===== src/rtl/div_iter_if.sv =====
// div_iter_if: request/response bundle between an issuing pipeline and the
// iterative divider. The master drives operands and control, the slave
// returns the result, the pulse that marks it valid, and the busy flag.
interface div_iter_if #(
  parameter int XLEN   = 32,
  parameter int REG_AW = 5
);
  logic [XLEN-1:0]   dividend_i;
  logic [XLEN-1:0]   divisor_i;
  logic [2:0]        op_i;
  logic              start_i;
  logic [REG_AW-1:0] reg_waddr_i;
  logic              flush_i;
  logic [XLEN-1:0]   result_o;
  logic              ready_o;
  logic              busy_o;
  logic [REG_AW-1:0] reg_waddr_o;

  modport master (
    output dividend_i, divisor_i, op_i, start_i, reg_waddr_i, flush_i,
    input  result_o, ready_o, busy_o, reg_waddr_o
  );

  modport slave (
    input  dividend_i, divisor_i, op_i, start_i, reg_waddr_i, flush_i,
    output result_o, ready_o, busy_o, reg_waddr_o
  );
endinterface


===== src/rtl/div_iter.sv =====
// div_iter: iterative restoring divider for the RISC-V DIV/DIVU/REM/REMU
// group. One quotient bit per cycle on operand magnitudes; signs are
// restored in the final cycle. Divide-by-zero and signed overflow bypass
// the iteration and complete one cycle after acceptance.
module div_iter #(
  parameter int XLEN   = 32,
  parameter int REG_AW = 5
) (
  input logic   clk,
  input logic   rst,
  div_iter_if.slave bus
);

  localparam int CNT_W = $clog2(XLEN);
  localparam logic [XLEN-1:0] MIN_NEG = {1'b1, {(XLEN-1){1'b0}}};
  localparam logic [CNT_W-1:0] CNT_LAST = CNT_W'(XLEN - 1);

  typedef enum logic [1:0] {S_IDLE, S_CALC, S_END} state_t;

  state_t            state_q, state_d;
  logic [CNT_W-1:0]  cnt_q, cnt_d;
  logic [XLEN-1:0]   rem_q, rem_d;
  logic [XLEN-1:0]   quo_q, quo_d;
  logic [XLEN-1:0]   dvs_q, dvs_d;
  logic [REG_AW-1:0] waddr_q, waddr_d;
  logic              is_rem_q, is_rem_d;
  logic              neg_quo_q, neg_quo_d;
  logic              neg_rem_q, neg_rem_d;
  logic              special_q, special_d;

  logic              op_signed, op_rem;
  logic              dvd_neg, dvs_neg;
  logic              div_zero, overflow;
  logic [XLEN-1:0]   dvd_mag, dvs_mag, special_res;

  logic [XLEN:0]     shifted, diff;
  logic [XLEN-1:0]   quo_fix, rem_fix, final_res;
  logic              ready;

  // Decode the incoming request: operation class, magnitudes, special cases
  always_comb begin
    op_signed   = (bus.op_i == 3'b100) || (bus.op_i == 3'b110);
    op_rem      = (bus.op_i == 3'b110) || (bus.op_i == 3'b111);
    dvd_neg     = op_signed && bus.dividend_i[XLEN-1];
    dvs_neg     = op_signed && bus.divisor_i[XLEN-1];
    dvd_mag     = dvd_neg ? -bus.dividend_i : bus.dividend_i;
    dvs_mag     = dvs_neg ? -bus.divisor_i : bus.divisor_i;
    div_zero    = (bus.divisor_i == '0);
    overflow    = op_signed && (bus.dividend_i == MIN_NEG) && (bus.divisor_i == '1);
    special_res = '0;
    if (div_zero) begin
      special_res = op_rem ? bus.dividend_i : '1;
    end else if (overflow) begin
      special_res = op_rem ? '0 : bus.dividend_i;
    end
  end

  // One restoring step on the partial remainder, plus final sign fix-up
  always_comb begin
    shifted   = {rem_q, quo_q[XLEN-1]};
    diff      = shifted - {1'b0, dvs_q};
    quo_fix   = neg_quo_q ? -quo_q : quo_q;
    rem_fix   = neg_rem_q ? -rem_q : rem_q;
    final_res = special_q ? quo_q : (is_rem_q ? rem_fix : quo_fix);
  end

  // Next-state and datapath update for the IDLE/CALC/END sequence
  always_comb begin
    state_d   = state_q;
    cnt_d     = cnt_q;
    rem_d     = rem_q;
    quo_d     = quo_q;
    dvs_d     = dvs_q;
    waddr_d   = waddr_q;
    is_rem_d  = is_rem_q;
    neg_quo_d = neg_quo_q;
    neg_rem_d = neg_rem_q;
    special_d = special_q;
    case (state_q)
      S_IDLE: begin
        if (bus.start_i && !bus.flush_i) begin
          waddr_d   = bus.reg_waddr_i;
          is_rem_d  = op_rem;
          neg_quo_d = dvd_neg ^ dvs_neg;
          neg_rem_d = dvd_neg;
          cnt_d     = '0;
          rem_d     = '0;
          dvs_d     = dvs_mag;
          if (div_zero || overflow) begin
            quo_d     = special_res;
            special_d = 1'b1;
            state_d   = S_END;
          end else begin
            quo_d     = dvd_mag;
            special_d = 1'b0;
            state_d   = S_CALC;
          end
        end
      end
      S_CALC: begin
        if (bus.flush_i) begin
          state_d = S_IDLE;
          cnt_d   = '0;
        end else begin
          if (!diff[XLEN]) begin
            rem_d = diff[XLEN-1:0];
            quo_d = {quo_q[XLEN-2:0], 1'b1};
          end else begin
            rem_d = shifted[XLEN-1:0];
            quo_d = {quo_q[XLEN-2:0], 1'b0};
          end
          if (cnt_q == CNT_LAST) begin
            cnt_d   = '0;
            state_d = S_END;
          end else begin
            cnt_d = cnt_q + 1'b1;
          end
        end
      end
      S_END: begin
        state_d = S_IDLE;
      end
      default: begin
        state_d = S_IDLE;
        cnt_d   = '0;
      end
    endcase
  end

  // State registers with synchronous active-low reset
  always_ff @(posedge clk) begin
    if (!rst) begin
      state_q   <= S_IDLE;
      cnt_q     <= '0;
      rem_q     <= '0;
      quo_q     <= '0;
      dvs_q     <= '0;
      waddr_q   <= '0;
      is_rem_q  <= 1'b0;
      neg_quo_q <= 1'b0;
      neg_rem_q <= 1'b0;
      special_q <= 1'b0;
    end else begin
      state_q   <= state_d;
      cnt_q     <= cnt_d;
      rem_q     <= rem_d;
      quo_q     <= quo_d;
      dvs_q     <= dvs_d;
      waddr_q   <= waddr_d;
      is_rem_q  <= is_rem_d;
      neg_quo_q <= neg_quo_d;
      neg_rem_q <= neg_rem_d;
      special_q <= special_d;
    end
  end

  assign ready           = (state_q == S_END) && !bus.flush_i;
  assign bus.ready_o     = ready;
  assign bus.busy_o      = (state_q != S_IDLE);
  assign bus.result_o    = ready ? final_res : '0;
  assign bus.reg_waddr_o = (state_q != S_IDLE) ? waddr_q : '0;

endmodule


===== src/flat_wrapper.sv =====
// flat-port wrapper written by rule: the top's interface ports become plain ports
module div_iter_flat 
#(
  parameter int XLEN   = 32,
  parameter int REG_AW = 5
)
  (clk, rst, bus_dividend_i, bus_divisor_i, bus_op_i, bus_start_i, bus_reg_waddr_i, bus_flush_i, bus_result_o, bus_ready_o, bus_busy_o, bus_reg_waddr_o);
  div_iter_if #(.XLEN(XLEN), .REG_AW(REG_AW)) bus_i ();
  input logic clk;
  input logic rst;
  input wire logic [$bits(bus_i.dividend_i)-1:0] bus_dividend_i;
  input wire logic [$bits(bus_i.divisor_i)-1:0] bus_divisor_i;
  input wire logic [$bits(bus_i.op_i)-1:0] bus_op_i;
  input wire logic [$bits(bus_i.start_i)-1:0] bus_start_i;
  input wire logic [$bits(bus_i.reg_waddr_i)-1:0] bus_reg_waddr_i;
  input wire logic [$bits(bus_i.flush_i)-1:0] bus_flush_i;
  output wire logic [$bits(bus_i.result_o)-1:0] bus_result_o;
  output wire logic [$bits(bus_i.ready_o)-1:0] bus_ready_o;
  output wire logic [$bits(bus_i.busy_o)-1:0] bus_busy_o;
  output wire logic [$bits(bus_i.reg_waddr_o)-1:0] bus_reg_waddr_o;
  assign bus_i.dividend_i = bus_dividend_i;
  assign bus_i.divisor_i = bus_divisor_i;
  assign bus_i.op_i = bus_op_i;
  assign bus_i.start_i = bus_start_i;
  assign bus_i.reg_waddr_i = bus_reg_waddr_i;
  assign bus_i.flush_i = bus_flush_i;
  assign bus_result_o = bus_i.result_o;
  assign bus_ready_o = bus_i.ready_o;
  assign bus_busy_o = bus_i.busy_o;
  assign bus_reg_waddr_o = bus_i.reg_waddr_o;
  div_iter #(.XLEN(XLEN), .REG_AW(REG_AW)) u_core (.clk(clk), .rst(rst), .bus(bus_i));
endmodule

===== config.mk =====
export PLATFORM = sky130hd
export DESIGN_NAME = div_iter_flat
export DESIGN_NICKNAME = d
export VERILOG_FILES = /design/src/rtl/div_iter_if.sv /design/src/rtl/div_iter.sv /design/src/flat_wrapper.sv
export SDC_FILE = /design/constraint.sdc
export NUM_CORES = 1
export LEC_CHECK = 0
export ABC_AREA = 1
export CAP_MARGIN = 5
export CORE_MARGIN = 1.5
export CORE_UTILIZATION = 50
export DETAILED_ROUTE_END_ITERATION = 16
export GPL_TIMING_DRIVEN = 0
export PLACE_DENSITY = 0.79
export REMOVE_ABC_BUFFERS = 1
export SYNTH_ARGS = -nofsm -noshare
export SYNTH_HDL_FRONTEND = slang
export SYNTH_SLANG_ARGS = --single-unit
export TNS_END_PERCENT = 100

===== constraint.sdc =====
create_clock -name clk -period 6.2 [get_ports clk]
set_input_delay 1.24 -clock clk [delete_from_list [all_inputs] [get_ports clk]]
set_output_delay 1.24 -clock clk [all_outputs]
set_load 0.01 [all_outputs]

==> summary by stage, run 1 <==
Status
The run finished with clean final reports.

CTS
CTS saw 112 sinks. For this design, the CTS-stage hold fixing added 0 buffers. Counting the buffers created by CTS gives 9. The longest clock path from root to sink contains 2 buffers. TritonCTS built the clock tree. In this run the post-CTS setup repair buffer count came out at 0. The clock insertion delay at the later pin of the skew report is 0.36 ns. The count of cells resized by post-cts repair is 0.

Clock-pin slew was measured on the worst setup and hold paths at 0.09 ns. The level count of the clock H-tree is 3. CTS placed an instance of sky130_fd_sc_hd__clkbuf_16 at the clock tree root.

Cells and area
The growth of design area from synthesis to finish is 12.58%. In the layout the commonest cells are sky130_fd_sc_hd__nand2_1 (652), sky130_fd_sc_hd__inv_1 (331), sky130_fd_sc_hd__nand3_1 (223), sky130_fd_sc_hd__nor2_1 (219), sky130_fd_sc_hd__o21ai_0 (198). Of the cells placed in the final design, the portion with a size suffix greater than 1 is 3.488%. For this run, the share of the core covered by cells in the final layout is between 50% and 60%. The area used by multi-input combinational logic is 8562 µm². After routing the design area is 14050 µm². The layout has 2631 filler cells. The total number of nets in the final design is around 2.5k. The leading cell type in the layout, fill and taps excluded is sky130_fd_sc_hd__nand2_1.

Registers take 2242 µm². The number of diodes added for antenna fixing is 0. The count of cells in the finished layout, fillers not included, comes to approximately 2.7k.

Timing
The share of the clock period used by the worst path is 84.35%. On the final layout, the worst clock skew is 0.01169 ns. At the pin with the least slew margin, the transition time is 1.264 ns. The setup total negative slack is 0 ns.

For this run, the top clock speed supported by timing is ~190 MHz. The final-report hold violation count is 0. Measured against its own limit, the worst slew margin works out to 15.61%. The number of max-slew violations in the final report came to 0. The minimum period implied by the final worst setup slack is 5.230 ns. The final setup violation count is 0. Setup repair after global routing left no endpoint under its margin.

Yosys
Of the synthesized area, sequential elements account for between 10% and 20%. The flip-flop cell with the highest count after synthesis is sky130_fd_sc_hd__dfxtp_1. The synthesized netlist devotes 19.28% of its cell area to compound gates.

The number of distinct library cell variants in the gate-level netlist after synthesis is 45. Summing every instance area after synthesis gives 12480 µm². Synthesis handed over a netlist of roughly 2.3k instances.

Of all flip-flops after synthesis, the portion carrying an async set or reset was 0%. Summing the areas of all fa, ha and maj instances in the mapped netlist gives 4.069% of the synthesized area. After Yosys synthesis, and, or, nand and nor cells account for a little over two fifths of the synthesized area. The post-synthesis sequential element count is 112.

The xor-xnor portion of the synthesized cell area is under 10%. The number of synthesized flops with an enable pin is 0. The total of warnings raised by yosys is 0. After synthesis, the mean cell area works out to about 5.4 µm². The main combinational cell family by area after synthesis is simple AND/OR/NAND/NOR gates. Of the post-synthesis cell area, the part taken by muxes is 0%.

GRT
The via count of the first global-routing pass is 13.27k. Entering global routing, the biggest net connects 52 pins. Global routing finished with a remaining overflow of 0. The first global-routing pass estimated 68390 µm of wire. The overall fraction of global-route tracks in use is 32.78%. The number of antenna violations at the first check in global routing is 1.

Setup path
For the worst setup path, the data arrival time is 3.99 ns. The worst setup path is captured at an output pin. The type of the worst setup path is in -> out. Data on the critical path is required at its endpoint by 4.96 ns. The worst reg-to-reg path cell count is 9. STA classifies the critical path startpoint as a primary input. Along the worst path, the maximum fanout reaches 27.

Power
Net switching is 40.42% of the power. For this design the total switching power over the nets is 0.8834 mW. Cell internal power was estimated by the tool at between 1 and 1.5 mW. The register share of total power is 37.3%. VDD sags by at most 0.1213 mV. The part of the total power dissipated in the clock network is 27.1%. The leakage power summed over all cells is 6.877 nW. The power per standard cell area is approximately 160 nW/µm². The part of the total power dissipated in combinational logic is 35.6%.

Route
The detailed-route wire length per cell is between 15 and 20 µm. The number of antenna-violating nets in the routed design is 0. The total via count in the routed design is 15.09k. The first detailed-routing pass took 8 iterations.

The routed design has 43260 µm of wire. In the routed layout, each cell is associated on average with a via count of around 5.6. The violation count after the first detailed-routing iteration is 1689. The final routed DRC violation total is 0.

Placement
Once placement finished, the instance area stood at 13720 µm². The placed cell count is 2658. The estimated wirelength of the detail-placed design is 33710 µm. Port buffering added 114 buffers. The congestion estimate from routability-driven global placement came to 0.9697.

Floorplan
The floorplan row count is 57. In this run the standard cell core region covers ~24000 µm². The die is 161.0 µm tall.

The effective utilization at floorplan is 51.18%. The die covers about 26000 µm². The die span in x is 161.0 µm.

For this design the top-level I/O count stands at 115.

Worst hold path
The type of the most critical hold path is reg -> reg. The number of instances on the worst hold path is 2.

Run
Max-cap violations in this run came to 0.
## cell type report
cell class | count | share of cell area (%)
clock buffers | 9 | 1.602
repair buffers | 121 | 9.063
flip-flops and latches | 112 | 15.95
multi-input cells | 1761 | 60.92
inverters | 342 | 9.134
clock inverters | 6 | 0.4451
well taps | 324 | 2.884
## sequential cells by signal, summed over array words and instances (netlist names), 2 cells and up
| name | cells |
|---|---|
| u_core.quo_q | 32 |
| u_core.rem_q | 32 |
| u_core.dvs_q | 32 |
| u_core.state_q | 2 |
| u_core.cnt_q | 5 |
| u_core.waddr_q | 5 |
## worst max-delay path, cell delays in order
cell                              delay (ns)
sky130_fd_sc_hd__clkdlybuf4s50_1        0.51
sky130_fd_sc_hd__inv_1                  0.09
sky130_fd_sc_hd__nand2_1                0.29
sky130_fd_sc_hd__inv_1                  0.79
sky130_fd_sc_hd__o21ai_0                0.19
sky130_fd_sc_hd__a21oi_1                0.29
sky130_fd_sc_hd__clkdlybuf4s50_1        0.60
## metrics by stage
| step | total power, mW | setup slack [ns] | hold WS [ns] |
|---|---|---|---|
| 2_1_floorplan | 1.310 | 1.450 | 0.4294 |
| 3_3_place_gp | 1.564 | -1.192 | 0.4422 |
| 3_5_place_dp | 1.579 | 0.07094 | 0.4448 |
| 4_1_cts | 2.160 | 0.4452 | 0.4566 |
| 5_1_grt | 2.316 | 0.8802 | 0.4894 |
| 6_report | 2.186 | 0.9701 | 0.4553 |
## power by group through the flow
stage / Clock (mW) / Sequential [mW] / Combinational, mW
2_1_floorplan: 0 / 0.808 / 0.503
3_3_place_gp: 0 / 0.827 / 0.736
3_5_place_dp: 0 / 0.829 / 0.750
4_1_cts: 0.593 / 0.813 / 0.755
5_1_grt: 0.629 / 0.821 / 0.866
6_report: 0.592 / 0.816 / 0.778
## cells by family after synthesis
group,Yosys count
AND/OR/NAND/NOR,1226
AO/OA/AOI/OAI,455
buffers and inverters,429
flip-flops,112
XOR/XNOR,40
adder cells (fa/ha/maj),40
## synthesized netlist by cell type (2+ instances only)
cell type / n / area, µm²
sky130_fd_sc_hd__clkbuf_1: 56 / 210.2
sky130_fd_sc_hd__xor2_1: 27 / 236.5
sky130_fd_sc_hd__a21o_1: 2 / 15.01
sky130_fd_sc_hd__nor3_1: 28 / 140.1
sky130_fd_sc_hd__xnor2_1: 13 / 113.9
sky130_fd_sc_hd__dfxtp_1: 112 / 2242
sky130_fd_sc_hd__a211oi_1: 6 / 45.04
sky130_fd_sc_hd__nand2_1: 653 / 2451
sky130_fd_sc_hd__o21ai_0: 198 / 991.0
sky130_fd_sc_hd__nor2_4: 4 / 45.04
sky130_fd_sc_hd__ha_1: 39 / 488.0
sky130_fd_sc_hd__nor3_2: 2 / 20.02
sky130_fd_sc_hd__a21oi_2: 4 / 35.03
sky130_fd_sc_hd__inv_1: 334 / 1254
sky130_fd_sc_hd__clkbuf_8: 2 / 27.53
sky130_fd_sc_hd__nand2_4: 3 / 33.78
sky130_fd_sc_hd__nand2_2: 11 / 68.82
sky130_fd_sc_hd__o21ai_2: 2 / 17.52
sky130_fd_sc_hd__a21oi_1: 191 / 955.9
sky130_fd_sc_hd__o21ai_1: 20 / 100.1
sky130_fd_sc_hd__and2_1: 4 / 25.02
sky130_fd_sc_hd__inv_2: 6 / 22.52
sky130_fd_sc_hd__nand4_1: 39 / 244.0
sky130_fd_sc_hd__or2_2: 3 / 18.77
sky130_fd_sc_hd__nand3_2: 13 / 130.1
sky130_fd_sc_hd__buf_1: 6 / 22.52
sky130_fd_sc_hd__a31oi_1: 6 / 37.54
sky130_fd_sc_hd__o31ai_1: 8 / 60.06
sky130_fd_sc_hd__o221ai_1: 4 / 35.03
sky130_fd_sc_hd__nor2_2: 5 / 31.28
sky130_fd_sc_hd__buf_2: 17 / 85.08
sky130_fd_sc_hd__buf_4: 2 / 15.01
sky130_fd_sc_hd__clkinv_1: 2 / 7.510
sky130_fd_sc_hd__buf_6: 3 / 33.78
sky130_fd_sc_hd__o21bai_1: 3 / 22.52
sky130_fd_sc_hd__nor2_1: 221 / 829.6
sky130_fd_sc_hd__nand3b_1: 15 / 112.6
sky130_fd_sc_hd__nand3_1: 223 / 1116
sky130_fd_sc_hd__o211ai_1: 9 / 67.56
## final timing paths
path,startpoint,to,slack [ns]
max,bus_flush_i,bus_result_o[31],0.97
min reg2reg,u_core.waddr_q[1]$_SDFFE_PN0P_,u_core.waddr_q[1]$_SDFFE_PN0P_,0.46
max reg2reg,u_core.state_q[1]$_SDFFE_PN0P_,u_core.quo_q[1]$_SDFFE_PN0P_,2.14
min,u_core.waddr_q[1]$_SDFFE_PN0P_,u_core.waddr_q[1]$_SDFFE_PN0P_,0.46
## metal layers
metal  GRT usage [%]  up-vias  wire (µm)
met2           52.51      683      19260
met4           9.049        0       1073
met3           4.879       65       3836
li1                -     7516          -
met5               0        -          0
met1           45.72     6825      19090
Power figures use the tool's default switching activity.
==> inputs of run 2 (changes only) <==
--- a/config.mk
+++ b/config.mk
@@ -11,7 +11,7 @@
 export CORE_UTILIZATION = 50
 export DETAILED_ROUTE_END_ITERATION = 16
 export GPL_TIMING_DRIVEN = 0
-export PLACE_DENSITY = 0.79
+export PLACE_DENSITY = 0.82
 export REMOVE_ABC_BUFFERS = 1
 export SYNTH_ARGS = -nofsm -noshare
 export SYNTH_HDL_FRONTEND = slang
==> constraint.sdc (replaced) <==
create_clock -name clk -period 4.5 [get_ports clk]
set_input_delay 0.9 -clock clk [delete_from_list [all_inputs] [get_ports clk]]
set_output_delay 0.9 -clock clk [all_outputs]
set_load 0.01 [all_outputs]
==> run 2 against run 1 <==
Against the previous run: sequential cell count unchanged; first-iteration DRC count up 6.6%; sequential share of layout area about the same; count of clock-buffer cells in the layout up 1; die area unchanged; combinational power up 39%; register-to-register slack worse by 1.2 ns; total power up 39%; clock power up 40%; wire length up 1.0%; largest cell class unchanged.
==> summary by stage, run 2 (same netlist as run 1, synthesis figures left out) <==
GRT
The via count of the first global-routing pass is 13.37k (was 13.27k). The residual overflow from global routing was 0 (unchanged). The number of antenna violations at the first check in global routing is 0 (was 1).

The overall fraction of global-route tracks in use was 33.12% (was 32.78%). The global-route wire length before repair came to 69130 µm (was 68390 µm). The largest net degree at the start of global routing is 52 (unchanged).

CTS
The number of sinks driven by the clock tree is 112 (unchanged). The buffer depth of the longest clock path is 2 (unchanged). The register clock-pin slew on the reported worst setup and hold paths is 0.09 ns (about the same).

The TritonCTS clock tree is done (unchanged). The clock tree root buffer cell is sky130_fd_sc_hd__clkbuf_16 (unchanged). The number of buffers added by the clock tree synthesis step is 9 (unchanged). The level count of the clock H-tree was 3 (unchanged). The hold-fix buffer count after cts is 0 (unchanged). The post-CTS setup-driven buffer insertion count is 0 (unchanged). The clock insertion delay at the later pin of the skew report is 0.37 ns (was 0.36 ns).

Status
Result of the run: complete, no violations (unchanged).

Cells and area
Top flop regs: u_core.dvs_q (32), u_core.quo_q (32), u_core.rem_q (32) (unchanged). The non-filler instance count after layout is 2677 (was 2675). Highest-count cells in the layout ignoring fill and taps: sky130_fd_sc_hd__nand2_1 (651), sky130_fd_sc_hd__inv_1 (329), sky130_fd_sc_hd__nand3_1 (223), sky130_fd_sc_hd__nor2_1 (219), sky130_fd_sc_hd__o21ai_0 (198) (was sky130_fd_sc_hd__nand2_1 (652), sky130_fd_sc_hd__inv_1 (331), sky130_fd_sc_hd__nand3_1 (223), sky130_fd_sc_hd__nor2_1 (219), sky130_fd_sc_hd__o21ai_0 (198)). The share of post-route cells with drive strength above 1 is 3.740% (was 3.488%). The cell area after layout is 14080 µm² (was 14050 µm²). The total number of nets in the final design is 2464 (was 2463).

The number of diodes added for antenna fixing is 0 (unchanged). The number of inserted filler cells in the final layout is 2590 (was 2631). The leading cell type in the layout, fill and taps excluded was sky130_fd_sc_hd__nand2_1 (unchanged). The core utilization of the finished layout is 57.72% (was 57.62%).

The growth of design area from synthesis to finish is 12.76% (was 12.58%).

Placement
The final RePlAce weighted congestion came to 0.9589 (was 0.9697). The estimated wirelength of the detail-placed design is 34130 µm (was 33710 µm). The post-placement cell area is 13730 µm² (was 13720 µm²). The worst slack at placement is -1.230 ns (was 0.07094 ns).

The quantity of I/O buffers inserted on ports came to 114 (unchanged). The placed cell count is 2658 (unchanged).

Route
The number of antenna-violating nets in the routed design is 0 (unchanged). The total via count in the routed design is 15.16k (was 15.09k). The final wirelength is 43710 µm (was 43260 µm). The detailed-route wire length per cell was 16.33 µm (was 16.17 µm).

The via density per instance is 5.663 (was 5.641). The iteration count of the initial detailed-routing pass is 6 (was 8). The violation count after the first detailed-routing iteration is 1800 (was 1689). The final routed DRC violation total came to 0 (unchanged).

Setup path
The critical-path maximum fanout is 27 (unchanged). The worst reg-to-reg path cell count is 16 (was 9). The startpoint type of the worst setup path is a primary input (unchanged). The data arrival at the endpoint of the critical path is 3.45 ns (was 3.99 ns). The type of the worst setup path is in -> out (unchanged). The critical path endpoint category is an output pin (unchanged). The required time of the worst setup path is 3.60 ns (was 4.96 ns).

Floorplan
The floorplan row count is 57 (unchanged). The die outline area is 25930 µm² (unchanged). The die height came to 161.0 µm (unchanged).

The effective utilization at floorplan came to 51.18% (unchanged). The number of I/O pins is 115 (unchanged). The placeable core area is 24390 µm² (unchanged). The die span in x came to 161.0 µm (unchanged).

Timing
The worst-case headroom to the max-slew limit is 24.66% (was 15.61%). The slew at the pin closest to its max-slew limit is 1.129 ns (was 1.264 ns). The worst setup slack after layout came to 0.1523 ns (was 0.9701 ns). The smallest hold slack is 0.4614 ns (was 0.4553 ns). After layout, the minimum clock period comes to 4.348 ns. The number of max-slew violations in the final report is 0 (unchanged). The highest clock rate is 230.0 MHz.

Unrepaired setup endpoints after global routing: no (unchanged). The setup total negative slack is 0 ns (unchanged). The final-report hold violation count is 0 (unchanged). The final setup violation count is 0 (unchanged). The final critical path takes up 96.62% of the cycle. The worst clock skew on the final layout is 0.01006 ns (was 0.01169 ns).

Power
The leakage power summed over all cells was 6.857 nW (was 6.877 nW). The power per standard cell area is 215.2 nW/µm² (was 155.5 nW/µm²). The total chip power is 3.029 mW (was 2.186 mW). The maximum vdd drop is 0.2095 mV (was 0.1213 mV).

Worst hold path
The number of instances on the worst hold path came to 2 (unchanged). The type of the most critical hold path was reg -> reg (unchanged).

Run
The number of violations of the max-capacitance limit is 0 (unchanged).
-- run 2: worst paths after layout --
| path | endpoint | startpoint | slack (ns) |
|---|---|---|---|
| max | bus_result_o[15] | bus_flush_i | 0.15 |
| min | u_core.waddr_q[3]$_SDFFE_PN0P_ | u_core.waddr_q[3]$_SDFFE_PN0P_ | 0.46 |
| max reg2reg | u_core.rem_q[31]$_SDFFE_PN0P_ | u_core.quo_q[31]$_SDFFE_PN0P_ | 0.95 |
| min reg2reg | u_core.waddr_q[3]$_SDFFE_PN0P_ | u_core.waddr_q[3]$_SDFFE_PN0P_ | 0.46 |
-- run 2: worst max-delay path: stages --
cell                              delay, ns
sky130_fd_sc_hd__clkdlybuf4s50_1       0.60
sky130_fd_sc_hd__inv_1                 0.08
sky130_fd_sc_hd__nand2_1               0.40
sky130_fd_sc_hd__clkinvlp_4            0.60
sky130_fd_sc_hd__o21ai_0               0.23
sky130_fd_sc_hd__a21oi_1               0.11
sky130_fd_sc_hd__clkdlybuf4s50_1       0.51
-- run 2: cell type report --
cell class / instances / area [µm²] / area share, %
multi-input cells: 1761 / 8564 / 60.84
flip-flops and latches: 112 / 2246 / 15.95
inverters: 342 / 1291 / 9.172
repair buffers: 121 / 1274 / 9.048
well taps: 324 / 405.4 / 2.880
clock buffers: 10 / 229.0 / 1.627
clock inverters: 6 / 62.56 / 0.4444
repair inverters: 1 / 5.005 / 0.03555
-- run 2: repair_timing --
item	CTS	global route
cloned	1	0
gates resized for setup	3	3
endpoints found under the setup margin	35	28
-- run 2: routing by layer --
layer	GRT usage (%)	part of all wire, %
met1	46.85	45
met2	51.80	44
met3	4.006	7.8
met4	11.57	3.4
met5	0	0
-- run 2: power breakdown --
part / internal, mW / switching, mW
combinational: 0.358 / 0.719
clock: 0.393 / 0.434
sequential: 1.05 / 0.0796
total: 1.80 / 1.23
==> inputs of run 3 (changes only) <==
--- a/config.mk
+++ b/config.mk
@@ -5,13 +5,12 @@
 export SDC_FILE = /design/constraint.sdc
 export NUM_CORES = 1
 export LEC_CHECK = 0
-export ABC_AREA = 1
 export CAP_MARGIN = 5
 export CORE_MARGIN = 1.5
-export CORE_UTILIZATION = 50
+export CORE_UTILIZATION = 53
 export DETAILED_ROUTE_END_ITERATION = 16
 export GPL_TIMING_DRIVEN = 0
-export PLACE_DENSITY = 0.82
+export PLACE_DENSITY = 0.87
 export REMOVE_ABC_BUFFERS = 1
 export SYNTH_ARGS = -nofsm -noshare
 export SYNTH_HDL_FRONTEND = slang
==> run 3 against run 2 <==
Against the previous run: non-clock buffer count grew 6; total power shrank 14%; largest cell class unchanged; clock power grew 3.5%; cell count shrank 36%; the flow now finishes with violations (negative setup slack); fmax shrank 4.5%; cell area shrank 17%; critical path depth grew 3; largest power group unchanged; highest routed layer is now met5; critical path type is now reg -> out; die area shrank 24%.
==> summary by stage, run 3 <==
Status
Result of the run: finished with violations (was complete, no violations). The checks that failed: negative setup slack.

GRT
The largest net degree at the start of global routing is 54 (was 52). The residual overflow from global routing is 0 (unchanged). The global-route wire length before repair is 48220 µm (was 69130 µm).

The via count of the first global-routing pass is 9786 (was 13.37k). The number of antenna violations at the first check in global routing is 1 (was 0). The overall fraction of global-route tracks in use is 29.40% (was 33.12%).

CTS
The register clock-pin slew on the reported worst setup and hold paths is 0.07 ns (was 0.09 ns). The TritonCTS clock tree is done (unchanged). The level count of the clock H-tree was 3 (unchanged).

The number of sinks driven by the clock tree is 112 (unchanged). The number of buffers added by the clock tree synthesis step is 9 (unchanged). The clock tree root buffer cell is sky130_fd_sc_hd__clkbuf_16 (unchanged). The clock insertion delay at the later pin of the skew report is 0.36 ns (was 0.37 ns).

The buffer depth of the longest clock path was 2 (unchanged).

Power
The leakage power summed over all cells is 4.633 nW (was 6.857 nW). The power per standard cell area is 223.5 nW/µm² (was 215.2 nW/µm²). The total chip power is 2.619 mW (was 3.029 mW). The maximum vdd drop is 0.1620 mV (was 0.2095 mV).

Cells and area
The core utilization of the finished layout came to 62.86% (was 57.72%). The growth of design area from synthesis to finish was 16.48% (was 12.76%). Top flop regs: u_core.dvs_q (32), u_core.quo_q (32), u_core.rem_q (32) (unchanged). The total number of nets in the final design is 1604 (was 2464).

The leading cell type in the layout, fill and taps excluded is sky130_fd_sc_hd__nand2_1 (unchanged). Highest-count cells in the layout ignoring fill and taps: sky130_fd_sc_hd__nand2_1 (178), sky130_fd_sc_hd__o21ai_0 (154), sky130_fd_sc_hd__nor2_1 (121), sky130_fd_sc_hd__a21oi_1 (110), sky130_fd_sc_hd__dfxtp_1 (105) (was sky130_fd_sc_hd__nand2_1 (651), sky130_fd_sc_hd__inv_1 (329), sky130_fd_sc_hd__nand3_1 (223), sky130_fd_sc_hd__nor2_1 (219), sky130_fd_sc_hd__o21ai_0 (198)). The non-filler instance count after layout is 1726 (was 2677). The share of post-route cells with drive strength above 1 is 5.433% (was 3.740%). The number of inserted filler cells in the final layout is 1713 (was 2590).

Timing
The worst setup slack after layout came to -0.05266 ns (was 0.1523 ns). The worst clock skew on the final layout is 0.008206 ns (was 0.01006 ns). The worst-case headroom to the max-slew limit is 19.32% (was 24.66%). Unrepaired setup endpoints after global routing: yes (was no).

The highest clock rate is 219.7 MHz (was 230.0 MHz). The slew at the pin closest to its max-slew limit is 1.210 ns (was 1.129 ns). The minimum period implied by the final worst setup slack came to 4.553 ns (was 4.348 ns). The final-report hold violation count is 0 (unchanged).

The final setup violation count is 2 (was 0). The smallest hold slack is 0.4633 ns (was 0.4614 ns). The number of max-slew violations in the final report came to 0 (unchanged).

The share of the clock period used by the worst path was 101.2% (was 96.62%).

Placement
The final RePlAce weighted congestion is 0.9452 (was 0.9589). The placed cell count came to 1703 (was 2658). The quantity of I/O buffers inserted on ports is 114 (unchanged).

The estimated wirelength of the detail-placed design is 22080 µm (was 34130 µm).

Yosys
The total of warnings raised by yosys is 0 (unchanged). Cells taking the most area after synthesis: sky130_fd_sc_hd__dfxtp_1 (22%), sky130_fd_sc_hd__o21ai_0 (7.9%), sky130_fd_sc_hd__nand2_1 (6.7%), sky130_fd_sc_hd__a21oi_1 (5.7%), sky130_fd_sc_hd__ha_1 (4.9%) (was sky130_fd_sc_hd__nand2_1 (20%), sky130_fd_sc_hd__dfxtp_1 (18%), sky130_fd_sc_hd__inv_1 (10%), sky130_fd_sc_hd__nand3_1 (8.9%), sky130_fd_sc_hd__o21ai_0 (7.9%)). The cell area after synthesis is 10060 µm² (was 12480 µm²).

The mean area per synthesized cell is 6.992 µm² (was 5.423 µm²). The share of the yosys chip area belonging to registers is 22.29% (was 17.96%). The fraction of post-synthesis cell area in the top cell type by area came to 22.29% (was 19.63%). The number of synthesized flops with an enable pin is 0 (unchanged). The cell type contributing the most total cell area after synthesis is sky130_fd_sc_hd__dfxtp_1 (was sky130_fd_sc_hd__nand2_1). The cell with the most instances after synthesis is sky130_fd_sc_hd__nand2_1 (unchanged). The post-synthesis async set-or-reset flop share was 0% (unchanged). The number of distinct library cell variants in the gate-level netlist after synthesis is 69 (was 45). The post-synthesis sequential element count is 112 (unchanged).

The flip-flop cell with the highest count after synthesis is sky130_fd_sc_hd__dfxtp_1 (unchanged). The count of mapped cells out of synthesis was 1439 (was 2302). Most used standard cells in the synthesized netlist: sky130_fd_sc_hd__nand2_1 (179), sky130_fd_sc_hd__o21ai_0 (159), sky130_fd_sc_hd__nor2_1 (124) (was sky130_fd_sc_hd__nand2_1 (653), sky130_fd_sc_hd__inv_1 (334), sky130_fd_sc_hd__nand3_1 (223)).

Worst hold path
The number of instances on the worst hold path came to 2 (unchanged). The type of the most critical hold path is reg -> reg (unchanged).

Floorplan
The die outline area is 19820 µm² (was 25930 µm²). The floorplan row count came to 50 (was 57). The placeable core area is 18640 µm² (was 24390 µm²). The die height is 140.8 µm (was 161.0 µm). The number of I/O pins is 115 (unchanged).

The effective utilization at floorplan was 53.97% (was 51.18%). The die span in x is 140.8 µm (was 161.0 µm).

Setup path
The worst reg-to-reg path cell count came to 6 (was 16). The critical path endpoint category was an output pin (unchanged). The data arrival at the endpoint of the critical path was 3.65 ns (was 3.45 ns).

The startpoint type of the worst setup path was a flip-flop (was primary input). The type of the worst setup path was reg -> out (was in -> out). The critical-path maximum fanout is 4 (was 27).

The required time of the worst setup path is 3.60 ns (about the same).

Route
The via density per instance is 6.342 (was 5.663). The iteration count of the initial detailed-routing pass is 5 (was 6). The detailed-route wire length per cell is 17.28 µm (was 16.33 µm). The total via count in the routed design is 10.95k (was 15.16k).

The violation count after the first detailed-routing iteration is 827 (was 1800). The number of antenna-violating nets in the routed design is 0 (unchanged). The final wirelength is 29820 µm (was 43710 µm). The final routed DRC violation total is 0 (unchanged).

Run
The number of violations of the max-capacitance limit was 0 (unchanged).
==> run 3: changes by cell type in the layout (fill, tap and decap cells not counted), moves of 18 or more <==
cell | previous run | this run
sky130_fd_sc_hd__a21o_1 | 2 | 28
sky130_fd_sc_hd__a21oi_1 | 191 | 110
sky130_fd_sc_hd__inv_1 | 329 | 55
sky130_fd_sc_hd__mux2i_1 | 0 | 34
sky130_fd_sc_hd__nand2_1 | 651 | 178
sky130_fd_sc_hd__nand3_1 | 223 | 33
sky130_fd_sc_hd__nand4_1 | 39 | 18
sky130_fd_sc_hd__nor2_1 | 219 | 121
sky130_fd_sc_hd__nor2b_1 | 0 | 18
sky130_fd_sc_hd__o211a_1 | 0 | 32
sky130_fd_sc_hd__o21ai_0 | 198 | 154
sky130_fd_sc_hd__or3_1 | 0 | 30
sky130_fd_sc_hd__xnor2_1 | 13 | 50
==> run 3: critical path, stage by stage (launching register included) <==
cell,delay (ns)
sky130_fd_sc_hd__dfxtp_4,0.35
sky130_fd_sc_hd__or4_4,0.54
sky130_fd_sc_hd__or3_4,0.35
sky130_fd_sc_hd__or3_4,0.35
sky130_fd_sc_hd__or3b_4,0.44
sky130_fd_sc_hd__or3_4,0.42
sky130_fd_sc_hd__o31ai_4,0.24
sky130_fd_sc_hd__xnor2_1,0.14
sky130_fd_sc_hd__nand2_1,0.07
sky130_fd_sc_hd__a31oi_1,0.23
sky130_fd_sc_hd__buf_2,0.16
==> run 3: area by class of cell <==
cell class	instances	area, µm²	area share, %
inverter	56	214.0	1.826
multi-input combinational	1182	7390	63.06
tap	234	292.8	2.498
clock inverter	5	81.33	0.6940
timing repair buffer	127	1257	10.73
antenna	1	2.502	0.02135
clock buffer	9	225.2	1.922
sequential	112	2256	19.25
==> run 3: stage by stage <==
step / cell area, µm² / setup TNS [ns] / setup WS [ns]
final: 11720 / -0.1032 / -0.05266
after global routing: 11720 / -0.5481 / -0.1782
after CTS: 11640 / -0.1450 / -0.09417
after detailed placement: 11270 / -14.08 / -0.6018
after global placement: 11150 / -253.19 / -3.927
after floorplan: 9721 / -28.87 / -0.8140
==> run 3: worst paths after layout <==
kind / start / to / slack (ns)
hold / removal: u_core.waddr_q[2]$_SDFFE_PN0P_ / u_core.waddr_q[2]$_SDFFE_PN0P_ / 0.46
setup / recovery: u_core.rem_q[6]$_SDFFE_PN0P_ / bus_result_o[29] / -0.05
setup reg to reg: u_core.state_q[1]$_SDFFE_PN0P_ / u_core.rem_q[6]$_SDFFE_PN0P_ / 0.38
hold reg to reg: u_core.waddr_q[2]$_SDFFE_PN0P_ / u_core.waddr_q[2]$_SDFFE_PN0P_ / 0.46
==> run 3: cell families (layout without fill, tap and decap cells) <==
group	after synthesis	after routing	share of synthesized area (%)
adders and majority gates	40	40	5.049
AOI/OAI and AO/OA	484	484	30.57
other	0	1	0
DFF	112	112	22.29
muxes	34	34	3.383
buffers and inverters	145	197	5.472
xor gates and xnor gates	88	88	7.661
and+or+nand+nor	536	536	25.58
==> run 3: metal layers <==
| metal | vias to the layer above | global-route usage (%) | part of all wire, % |
|---|---|---|---|
| met5 | - | 0 | 0.044 |
| met3 | 77 | 6.012 | 8.9 |
| met2 | 536 | 47.55 | 45 |
| li1 | 5308 | - | - |
| met1 | 5023 | 38.49 | 43 |
| met4 | 2 | 11.46 | 3.3 |
==> run 3: what timing repair did <==
action                                  CTS  global route
hold buffers                              0             0
endpoints found under the setup margin   35            34
setup buffers                             4             4
cloned                                    0             0
pin swaps                                 6            10
gates resized for setup                  37            25
==> run 3: power breakdown <==
part           switching (mW)  leakage (nW)  internal [mW]  total (mW)
combinational           0.372          3.57          0.285       0.657
sequential             0.0679         0.918           1.04        1.11
clock                   0.373         0.148          0.483       0.856
total                   0.813          4.63           1.81        2.62
